--- config.mk ---
export PLATFORM = sky130hd
export DESIGN_NAME = cnt163_chain
export DESIGN_NICKNAME = d
export VERILOG_FILES = /design/src/rtl/cnt163_chain.sv
export SDC_FILE = /design/constraint.sdc
export NUM_CORES = 1
export LEC_CHECK = 0
export ABC_AREA = 0
export CAP_MARGIN = 20
export CORE_MARGIN = 2
export CORE_UTILIZATION = 48
export DETAILED_ROUTE_END_ITERATION = 6
export GPL_ROUTABILITY_DRIVEN = 0
export GPL_TIMING_DRIVEN = 1
export PLACE_DENSITY = 0.88
export SKIP_LAST_GASP = 1
export SYNTH_ARGS = -nofsm -noshare
export SYNTH_HDL_FRONTEND = slang
export SYNTH_SLANG_ARGS = --single-unit
--- constraint.sdc ---
create_clock -name clk -period 2.62 [get_ports clk]
set_input_delay 0.262 -clock clk [delete_from_list [all_inputs] [get_ports clk]]
set_output_delay 0.262 -clock clk [all_outputs]
set_load 0.02 [all_outputs]
--- src/rtl/cnt163_chain.sv ---
// cnt163_chain: chain of SLICES 4-bit 163-style counter slices with
// synchronous clear, a two-state parallel-load handshake, combinational
// per-slice ripple carries and a registered terminal-count event stream
// with a saturating wrap counter.
module cnt163_chain #(
  parameter int SLICES = 4,
  parameter int WRAP_W = 8
) (
  input  logic                  clk,
  input  logic                  rst_n,
  input  logic                  clr_n,
  input  logic                  enp,
  input  logic                  ent,
  input  logic                  load_valid,
  output logic                  load_ready,
  input  logic [4*SLICES-1:0]   load_data,
  output logic [4*SLICES-1:0]   q,
  output logic [SLICES-1:0]     slice_rco,
  output logic                  rco,
  output logic                  tc_pulse,
  output logic [WRAP_W-1:0]     wrap_cnt
);

  localparam int W = 4 * SLICES;

  typedef enum logic {RUN, APPLY} state_t;

  state_t         state;
  logic [W-1:0]   stg;
  logic [W-1:0]   q_cnt;
  logic           accept;
  logic           count_en;
  logic           wrap;

  assign load_ready = (state == RUN);
  assign accept     = load_valid & load_ready;
  // Counting is suppressed on the accept edge so the loaded value is not
  // preceded by a stray increment or wrap event.
  assign count_en   = (state == RUN) & clr_n & ~accept & enp & ent;
  assign wrap       = count_en & rco;
  assign rco        = slice_rco[SLICES-1];

  // Cascaded slice carries, gated by ent, combinational from q only.
  always_comb begin
    logic carry;
    carry     = ent;
    slice_rco = '0;
    for (int unsigned k = 0; k < SLICES; k++) begin
      carry        = carry & (q[4*k +: 4] == 4'hF);
      slice_rco[k] = carry;
    end
  end

  // Next count value: slice 0 steps on count_en, higher slices on the
  // carry out of the slice below; each slice wraps F->0 on its own.
  always_comb begin
    q_cnt = q;
    for (int unsigned k = 0; k < SLICES; k++) begin
      if (count_en && ((k == 0) || slice_rco[(k == 0) ? 0 : k-1])) begin
        q_cnt[4*k +: 4] = q[4*k +: 4] + 4'd1;
      end
    end
  end

  // Handshake FSM, staging register and counter value with clear > apply > count.
  always_ff @(posedge clk or negedge rst_n) begin
    if (!rst_n) begin
      state <= RUN;
      stg   <= '0;
      q     <= '0;
    end else begin
      case (state)
        RUN: begin
          if (accept) begin
            stg   <= load_data;
            state <= APPLY;
          end
          q <= clr_n ? q_cnt : '0;
        end
        APPLY: begin
          state <= RUN;
          q     <= clr_n ? stg : '0;
        end
        default: state <= RUN;
      endcase
    end
  end

  // Registered wrap event and saturating wrap counter (cleared by rst_n only).
  always_ff @(posedge clk or negedge rst_n) begin
    if (!rst_n) begin
      tc_pulse <= 1'b0;
      wrap_cnt <= '0;
    end else begin
      tc_pulse <= wrap;
      if (wrap && (wrap_cnt != '1)) begin
        wrap_cnt <= wrap_cnt + 1'b1;
      end
    end
  end

endmodule

Word-level counts from Yosys, hierarchy flattened
Index checks and enable logic that the tools add are counted.
{"block": "op_classes", "n_addsub": 5, "eq_ne": 9, "muxes": 9, "bitwise": 12, "reduce_logical": 5}
{"cell": "$mux W16", "n": 2}
{"cell": "$pmux W16 S2", "n": 1}
{"cell": "$add A4 B1 Y4 const B", "n": 4}
{"cell": "$eq A4 B4 Y1 const B", "n": 4}
{"cell": "$mux W4", "n": 4}
{"cell": "$ne A3 B2 Y1 const B", "n": 4}
{"cell": "$and A1 B1 Y1", "n": 10}
{"cell": "$add A8 B1 Y8 const B", "n": 1}
{"cell": "$ne A8 B8 Y1 const B", "n": 1}
{"cell": "$logic_and A1 B1 Y1", "n": 4}
{"cell": "$not A1 Y1", "n": 2}
{"cell": "$pmux W1 S2", "n": 1}
{"cell": "$reduce_and A2 Y1", "n": 1}
{"cell": "$mux W1", "n": 1}
{"block": "word_totals", "reg_bits": 42, "inputBits": 22, "output_inout_bits": 31, "wordCells": 48}

Logic depth before layout (Yosys ltp)
Gate-level depths: netlist of run 1.
{"block": "depth", "word_depth": 10, "depth_mapped": 7, "mapped_depth_nobuf": 6}

Least setup slack after synthesis of run 1
Ideal clock, no wire load.
{"block": "synth_path", "kind": "register to output", "from": "register q[0]", "to": "output slice_rco[3]", "arrival_time_ns": 2.135, "required_time_ns": 2.358, "path_slack_ns": 0.223, "path_stages_with_launch": 6, "n_path_buf": 2, "path_cell_list": "dfrtp_1 -> ha_1 -> nand4_1 -> clkbuf_1 -> nor4_1 -> buf_4"}
{"block": "synth_via", "elab_chain_len": 5}
{"item": "from (decl)", "line_no": "17", "source": "output logic [4*SLICES-1:0] q,"}
{"item": "from (signal assigned)", "line_no": "78", "source": "q <= clr_n ? q_cnt : '0;"}
{"item": "from (signal assigned)", "line_no": "82", "source": "q <= clr_n ? stg : '0;"}
{"item": "$eq A4 B4 Y1", "line_no": "49", "source": "carry = carry & (q[4*k +: 4] == 4'hF);"}
{"item": "$and A1 B1 Y1 (4 in series)", "line_no": "49"}
{"item": "to (decl)", "line_no": "18", "source": "output logic [SLICES-1:0] slice_rco,"}
No other way between the ends.

Worst setup path after layout of run 1
{"block": "layout_path", "from": "register q[0]", "to": "output slice_rco[2]"}
{"block": "layout_via", "elab_chain_len": 4}
{"item": "$eq A4 B4 Y1", "line_no": "49"}
{"item": "$and A1 B1 Y1 (3 in series)", "line_no": "49"}
No other way between the ends.

==> results of run 1 <==
-- through the flow --
step | worst slack (ps) | area (µm²) | std cells | hold WS, ps
after floorplan | 223 | 2040 | 184 | -33.6
after global placement | 273 | 2610 | 282 | 433
after detailed placement | 240 | 2610 | 282 | 442
after CTS | 123 | 2730 | 289 | 122
after global routing | 215 | 2730 | 289 | 177
final | 343 | 2730 | 289 | 96.3
-- flip-flops by register name, indices dropped and copies added (netlist names) --
name	count
q	16
state	1
stg	16
tc_pulse	1
wrap_cnt	8
-- metal layers --
metal / routed length, µm / vias up / GRT usage [%]
met3: 209 / 8 / 5.12
met5: 0 / - / 0
li1: - / 781 / -
met2: 2310 / 44 / 33.8
met1: 1870 / 796 / 24.4
met4: 82 / 0 / 7.19
-- layout by cell type (no fill, tap or decap), types with 3 or more instances in the layout --
master / instances
buf_4: 5
a21oi_1: 8
nor3_1: 8
xor2_1: 8
nor2b_1: 3
mux2_2: 16
dfrtp_1: 42
xnor2_1: 7
o21ai_0: 13
o211a_1: 5
clkdlybuf4s50_1: 49
nand2b_1: 4
nand4_1: 3
nand3_1: 14
nand2_1: 6
a31oi_1: 4
ha_1: 5
inv_1: 4
nor2_1: 4
clkbuf_8: 6
nor4_1: 4
-- worst paths after layout --
path                         from           end  slack, ps  cells past startpoint
min in group clk           stg[8]        stg[8]        510                      1
max reg2reg                  q[0]   wrap_cnt[1]        430                      6
max                          q[0]  slice_rco[2]        340                      5
min reg2reg                stg[8]        stg[8]        510                      1
max in group asynchronous   rst_n   wrap_cnt[1]       1950                      1
min                         rst_n   wrap_cnt[6]        100                      1
-- repair_timing --
action | CTS | global route
hold buffers | 0 | 0
endpoints found under the setup margin | 0 | 2
gates resized for setup | 0 | 2
-- area by class of cell --
| cell class | instances | area (µm²) |
|---|---|---|
| well taps | 50 | 62.6 |
| inverters | 4 | 15.0 |
| fillers | 310 | 1300 |
| flip-flops and latches | 42 | 1050 |
| clock inverters | 1 | 30.0 |
| clock buffers | 6 | 82.6 |
| multi-input cells | 129 | 932 |
| repair buffers | 57 | 558 |
-- power breakdown --
part           total [W]  switching (W)  internal, W
logic           0.000241       0.000110     0.000131
clock network   0.000514       0.000209     0.000305
registers       0.000755      0.0000476     0.000707
-- logic make-up after synthesis --
group                    Yosys count  synth area share (%)
buffers and inverters             13                  2.64
XOR/XNOR                          15                  6.45
flip-flops                        42                  51.6
adder cells (fa/ha/maj)            5                  3.07
AND/OR/NAND/NOR                   57                  15.7
multiplexers                      19                  10.4
AO/OA/AOI/OAI                     33                  10.1
==> flow_summary.toml, run 1 <==
[status]
outcome = "finished clean"

[synthesis]
ys_seq_area_share_pct = 51.6
synthFlopType = "dfrtp_1"
yosys.area.top_type = "dfrtp_1"
ys.warnings.count = 0
ys_top_cells_by_area = "dfrtp_1 (52%), mux2_2 (8.8%), nand3_1 (3.4%), xor2_1 (3.4%), o21ai_0 (3.2%)"
yosysMostFrequentCell = "dfrtp_1"
syn_inst = 184
netlist_top_cells_count = "dfrtp_1 (42), mux2_2 (16), nand3_1 (14), o21ai_0 (13)"
synth-edff-count = 0
syn_nets = 211
synth_top_area_share_pct = 51.6
netlist_area_mm2 = 0.00204
async_reset_ff_share_pct = 100
synth_cell_types = 36
syn_avg_cell_area_um2 = 11.1
ys_seq_elements = 42

[global_route]
antenna_found_initial = 0
grt_pass1_wl_um = 7620
grt_pass1_vias = 1628
grt_overflow = 0
grt_max_degree = 43
grt_usage_pct = 19.9

[power_and_ir_drop]
p_per_area_mw_per_mm2 = 553
power_w = 0.00151
irDropWorstVdd_mv = 0.342
p_leak_nw = 1.20

[detailed_routing]
drt_iter0_markers = 125
finalWirelength_um = 4470
drtPass1Iterations = 4
antenna_left = 0
num_vias = 1629
drc = 0
wl_per_cell_um = 15.5
viasPerCell = 5.64

[timing]
relSlewSlack_pct = 39.5
setup_tns_ps = 0
finalHoldViolations = 0
fin_crit_sh_pct = 86.9
setup-violations-final = 0
maxSlewViolCount = 0
min_period_ps = 2280
rsz0062_at_grt = "false"
max_freq_mhz = 439
worst_pin_slew_ps = 907
worst_clock_skew_ps = 4.25

[floorplanning]
start_util_pct = 50.6
fp-row-count = 23
io_pins = 53
coreArea_mm2 = 0.00403
die_h_um = 69.1
die_x_um = 69.1
die_area_mm2 = 0.00478

[clock_network]
clk_pin_slew_worst_paths_ps = 80
post-cts-setup-buffers = 0
clock_sinks = 42
clockBufferDepth = 2
numCtsBuffers = 5
cts_tree = "built"
clock_latency_ps = 290
h-tree-depth = 2
cts_root_buf = "clkbuf_8"

[run]
maxCapViolations = 0

[critical_path]
slowest_stage = "clkdlybuf4s50_1"
cp_cell_sequence = "ha_1 -> nand4_1 -> buf_4 -> nor3_1 -> clkdlybuf4s50_1"
cp_top_family = "buffers and inverters"
worst-path-buf-inv = 2
end_kind = "output pin"
critPathArrivalTime_ps = 2020
crit_fanout = 13
critPathRequiredTime_ps = 2360
crit_path_start_kind = "flip-flop"
slowest_delay_ps = 620
criticalPathCategory = "reg -> out"

[final_layout]
layout.nets = 266
diodes = 0
areaGrowthSynthToFinish_pct = 34.1
utilization_pct = 67.8
drive_above_1_share_pct = 13.0

[placed_design]
io_buffer_count = 52
hpwl_um = 3240

[worst_hold_path]
min_path_type = "in -> async"
(Power assumes the default switching activity.)
==> inputs of run 2 (changes only) <==
Settings changed: REMOVE_ABC_BUFFERS set to 1.
==> run 2 against run 1 <==
- global-route usage is 0.32 points lower
- final cell count increased by 1.0%
- clock power shrank 17%
- highest routed layer unchanged
- core utilization fell by 0.12 points
- critical path type unchanged
- worst hold slack worse by 6.3 ps
- via count rose by 1.4%
- non-clock buffer count rose by 2
- count of clock-buffer cells in the layout rose by 1
==> flow_summary.toml, run 2 (same netlist as run 1, synthesis figures left out) <==
[detailed_routing]
num_vias = 1652
finalWirelength_um = 4460
drc = 0
antenna_left = 0
wl_per_cell_um = 15.3
drtPass1Iterations = 4
drt_iter0_markers = 128
viasPerCell = 5.66

[critical_path]
criticalPathCategory = "reg -> out"
r2r_end = "q[15]"
ff2ff_path_depth = 6
end_kind = "output pin"
slowest_delay_ps = 660
critPathCapture = "rco"
crit_fanout = 10
crit_path_start_kind = "flip-flop"
r2r_slack_ps = 300
slowest_stage = "clkdlybuf4s50_1"
reg2reg_from = "q[0]"
crit_start = "q[4]"
critPathRequiredTime_ps = 2360
cp_cell_sequence = "ha_1 -> nand3_2 -> nor4_2 -> clkdlybuf4s50_1"
critPathArrivalTime_ps = 2190

[clock_network]
cts_root_buf = "clkbuf_8"
h-tree-depth = 2
numCtsBuffers = 5
clk_pin_slew_worst_paths_ps = 80
clockBufferDepth = 2
cts_tree = "built"
postCtsHoldBufs = 0
clock_sinks = 42
clock_latency_ps = 300

[worst_hold_path]
min_path_type = "in -> async"

[global_route]
grt_max_degree = 43
grt_pass1_vias = 1642
grt_overflow = 0
grt_usage_pct = 19.6
grt_pass1_wl_um = 7390
antenna_found_initial = 0

[timing]
relSlewSlack_pct = 40.0
rsz0062_at_grt = "false"
setup-violations-final = 0
max_freq_mhz = 407
worst_clock_skew_ps = 10.8
hold-worst-slack_ps = 90.0
worst_pin_slew_ps = 900
maxSlewViolCount = 0
min_period_ps = 2460
finalHoldViolations = 0
fin_crit_sh_pct = 93.7

[final_layout]
areaGrowthSynthToFinish_pct = 33.8
final_common_cell = "clkdlybuf4s50_1"
layout_common_cells = "clkdlybuf4s50_1 (51), dfrtp_1 (42), mux2_2 (16)"
top_regs = "q (16), stg (16), wrap_cnt (8)"
drive_above_1_share_pct = 14.0
diodes = 0
layout.nets = 268
final_cell_area_mm2 = 0.00273

[floorplanning]
start_util_pct = 50.6
die_x_um = 69.1
die_h_um = 69.1
fp-row-count = 23
die_area_mm2 = 0.00478
io_pins = 53
coreArea_mm2 = 0.00403

[placed_design]
hpwl_um = 3240
dpl_cell_area_mm2 = 0.00261
io_buffer_count = 52

[run]
maxCapViolations = 0

[power_and_ir_drop]
irDropWorstVdd_mv = 0.426
p_per_area_mw_per_mm2 = 521
p_leak_nw = 1.17

[status]
outcome = "finished clean"
run 2: changes by cell type in the layout (fill, tap and decap cells not counted):
cell | previous run | this run
nor4_2 | 0 | 1
bufinv_16 | 1 | 0
dlymetal6s2s_1 | 2 | 0
clkdlybuf4s50_1 | 49 | 51
clkinv_2 | 0 | 1
buf_4 | 5 | 7
clkbuf_1 | 0 | 1
nor4_1 | 4 | 3
run 2: how the worst min path moves through the flow:
| stage | start | endpoint | slack [ps] | depth (start not counted) |
|---|---|---|---|---|
| after floorplan | rst_n | q[0] | -30 | 0 |
| after global placement | rst_n | wrap_cnt[5] | 430 | 1 |
| final | rst_n | wrap_cnt[2] | 90 | 1 |
| after global routing | rst_n | tc_pulse | 160 | 1 |
| after CTS | rst_n | wrap_cnt[0] | 110 | 1 |
| after detailed placement | rst_n | tc_pulse | 430 | 1 |
run 2: timing repair:
item / in CTS / in global routing
endpoints found under the setup margin: 2 / 3
resized for setup: 1 / 0
setup buffers: 0 / 2
run 2: critical path, delay by kind of cell, from the launching register on:
| kind | cells | cell delay (ps) |
|---|---|---|
| buf+inv | 1 | 660 |
| simple gates | 2 | 590 |
| flops | 1 | 430 |
| fa+ha+maj | 1 | 220 |
run 2: routing by layer:
layer / vias to the layer above / routed length (µm) / track usage (%)
li1: 778 / - / -
met1: 814 / 1820 / 23.6
met2: 53 / 2300 / 33.2
met3: 7 / 273 / 5.12
met4: 0 / 65 / 7.84
met5: - / 0 / 0
run 2: through the flow:
stage,cells,util [%],TNS [ps],power [W],worst slack (ps)
2_1_floorplan,175,-,-4.77,0.000878,-2.38
3_3_place_gp,282,64.9,0,0.000997,122
3_5_place_dp,282,64.9,0,0.00101,67.1
4_1_cts,290,67.3,0,0.00143,42.9
5_1_grt,292,67.7,0,0.00149,38.6
6_report,292,67.7,0,0.00142,165
run 2: layout make-up:
cell class | instances | area, µm²
clock buffer | 7 | 86.3
clock inverter | 1 | 5.00
fill | 322 | 1300
inverter | 4 | 15.0
multi-input combinational | 129 | 938
sequential | 42 | 1050
tap | 50 | 62.6
timing repair buffer | 59 | 568
run 2: where the power goes:
group	internal [W]	switching (W)
Clock	0.000213	0.000215
Combinational	0.000131	0.000110
Sequential	0.000707	0.0000453
Total	0.00105	0.000370
==> inputs of run 3 (changes only) <==
Settings changed: CORE_UTILIZATION 48 to 52, PLACE_DENSITY 0.88 to 0.94.
Clock period 2.62 ns to 2.85 ns, I/O delays scaled along.
==> run 3 against run 2 <==
- cell area fell by 1.1%
- global-route usage increased by 3.9 points
- core utilization grew 4.9 points
- critical path type unchanged
==> flow_summary.toml, run 3 (same netlist as run 1, synthesis figures left out) <==
[status]
outcome = "finished clean"

[timing]
setup_tns_ps = 0
max_freq_mhz = 380
rsz0062_at_grt = "false"
maxSlewViolCount = 0
finalHoldViolations = 0
fin_crit_sh_pct = 92.4
setup-violations-final = 0
fin_ws_ps = 217
worst_pin_slew_ps = 897
relSlewSlack_pct = 40.2
min_period_ps = 2630
worst_clock_skew_ps = 7.51

[global_route]
grt_pass1_vias = 1610
antenna_found_initial = 0
grt_pass1_wl_um = 7660
grt_overflow = 0
grt_usage_pct = 23.5
grt_max_degree = 43

[floorplanning]
start_util_pct = 54.8
fp-row-count = 22
coreArea_mm2 = 0.00372
die_x_um = 66.6
io_pins = 53
die_area_mm2 = 0.00443
die_h_um = 66.6

[detailed_routing]
num_vias = 1677
antenna_left = 0
drc = 0
viasPerCell = 5.84
wl_per_cell_um = 15.7
drtPass1Iterations = 4
drt_iter0_markers = 207
finalWirelength_um = 4520

[run]
maxCapViolations = 0

[placed_design]
hpwl_um = 3220
pre_cts_ws_ps = 321
dpl_cell_area_mm2 = 0.00260
io_buffer_count = 52
place_inst = 279

[clock_network]
clockBufferDepth = 2
postCtsResizedCells = 0
cts_root_buf = "clkbuf_8"
postCtsHoldBufs = 0
clock_latency_ps = 300
h-tree-depth = 2
cts_tree = "built"
numCtsBuffers = 5
clock_sinks = 42
clk_pin_slew_worst_paths_ps = 80
post-cts-setup-buffers = 0

[final_layout]
layout_common_cells = "clkdlybuf4s50_1 (51), dfrtp_1 (42), mux2_2 (16)"
multiInputGateArea_um2 = 932
final_cell_area_mm2 = 0.00270
top_regs = "q (16), stg (16), wrap_cnt (8)"
num-fill-cells = 278
diodes = 0
drive_above_1_share_pct = 12.6
areaGrowthSynthToFinish_pct = 32.3
final_common_cell = "clkdlybuf4s50_1"
stdcell_count = 287
layout.nets = 265
ff_latch_area_mm2 = 0.00105

[critical_path]
critPathRequiredTime_ps = 2570
critPathArrivalTime_ps = 2350
slowest_stage = "clkdlybuf4s50_1"
end_kind = "output pin"
slowest_delay_ps = 660
criticalPathCategory = "reg -> out"
crit_fanout = 8
crit_path_start_kind = "flip-flop"
cp_cell_sequence = "ha_1 -> nand4_1 -> buf_4 -> nor3_1 -> clkdlybuf4s50_1"

[power_and_ir_drop]
p_per_area_mw_per_mm2 = 484
irDropWorstVdd_mv = 0.333
p_leak_nw = 1.15

[worst_hold_path]
min_path_type = "in -> async"
==> run 3: cell types whose count changed in the layout (fill, tap and decap cells not counted), sizes merged <==
cell and delta:
buf -3
==> run 3: cell type report <==
type / count / area share, %
Inverter: 4 / 0.557
Timing Repair Buffer: 56 / 20.2
Clock inverter: 1 / 0.186
Sequential cell: 42 / 39.0
Tap cell: 48 / 2.23
Clock buffer: 7 / 3.20
Multi-Input combinational cell: 129 / 34.6
==> run 3: final timing paths <==
kind / startpoint / to / slack, ps / cells after the start
max in group asynchronous: rst_n / stg[0] / 2180 / 1
min in group clk: stg[9] / stg[9] / 500 / 1
worst min-delay path: rst_n / wrap_cnt[5] / 110 / 1
worst min register to register: stg[9] / stg[9] / 500 / 1
worst max-delay path: q[0] / slice_rco[2] / 220 / 5
worst max register to register: q[0] / wrap_cnt[1] / 590 / 5
==> run 3: metrics by stage <==
step | utilization, % | total power (W) | hold slack, ps
floorplan | - | 0.000807 | -10.6
global placement | 70.1 | 0.000916 | 458
detailed placement | 70.1 | 0.000924 | 455
CTS | 72.5 | 0.00131 | 139
global route | 72.5 | 0.00137 | 185
finish | 72.5 | 0.00130 | 110
==> run 3: worst max-delay path, delay by kind of cell, from the launching register on <==
family / cells / cell delay (ps)
fa+ha+maj: 1 / 190
buf+inv: 2 / 940
flops: 1 / 410
simple gates: 2 / 520
==> run 3: power breakdown <==
group	leakage, nW	total [W]	switching, W	internal, W
registers	0.536	0.000694	0.0000437	0.000650
logic	0.568	0.000221	0.000101	0.000120
clock network	0.0482	0.000389	0.000194	0.000195
total	1.15	0.00130	0.000339	0.000965
==> run 3: metal layers <==
layer | global-route usage [%] | part of all wire, % | routed length, µm
met1 | 27.2 | 38 | 1730
met2 | 40.9 | 54 | 2460
met3 | 5.57 | 6.0 | 272
met4 | 10.5 | 1.2 | 54
met5 | 0 | 0 | 0
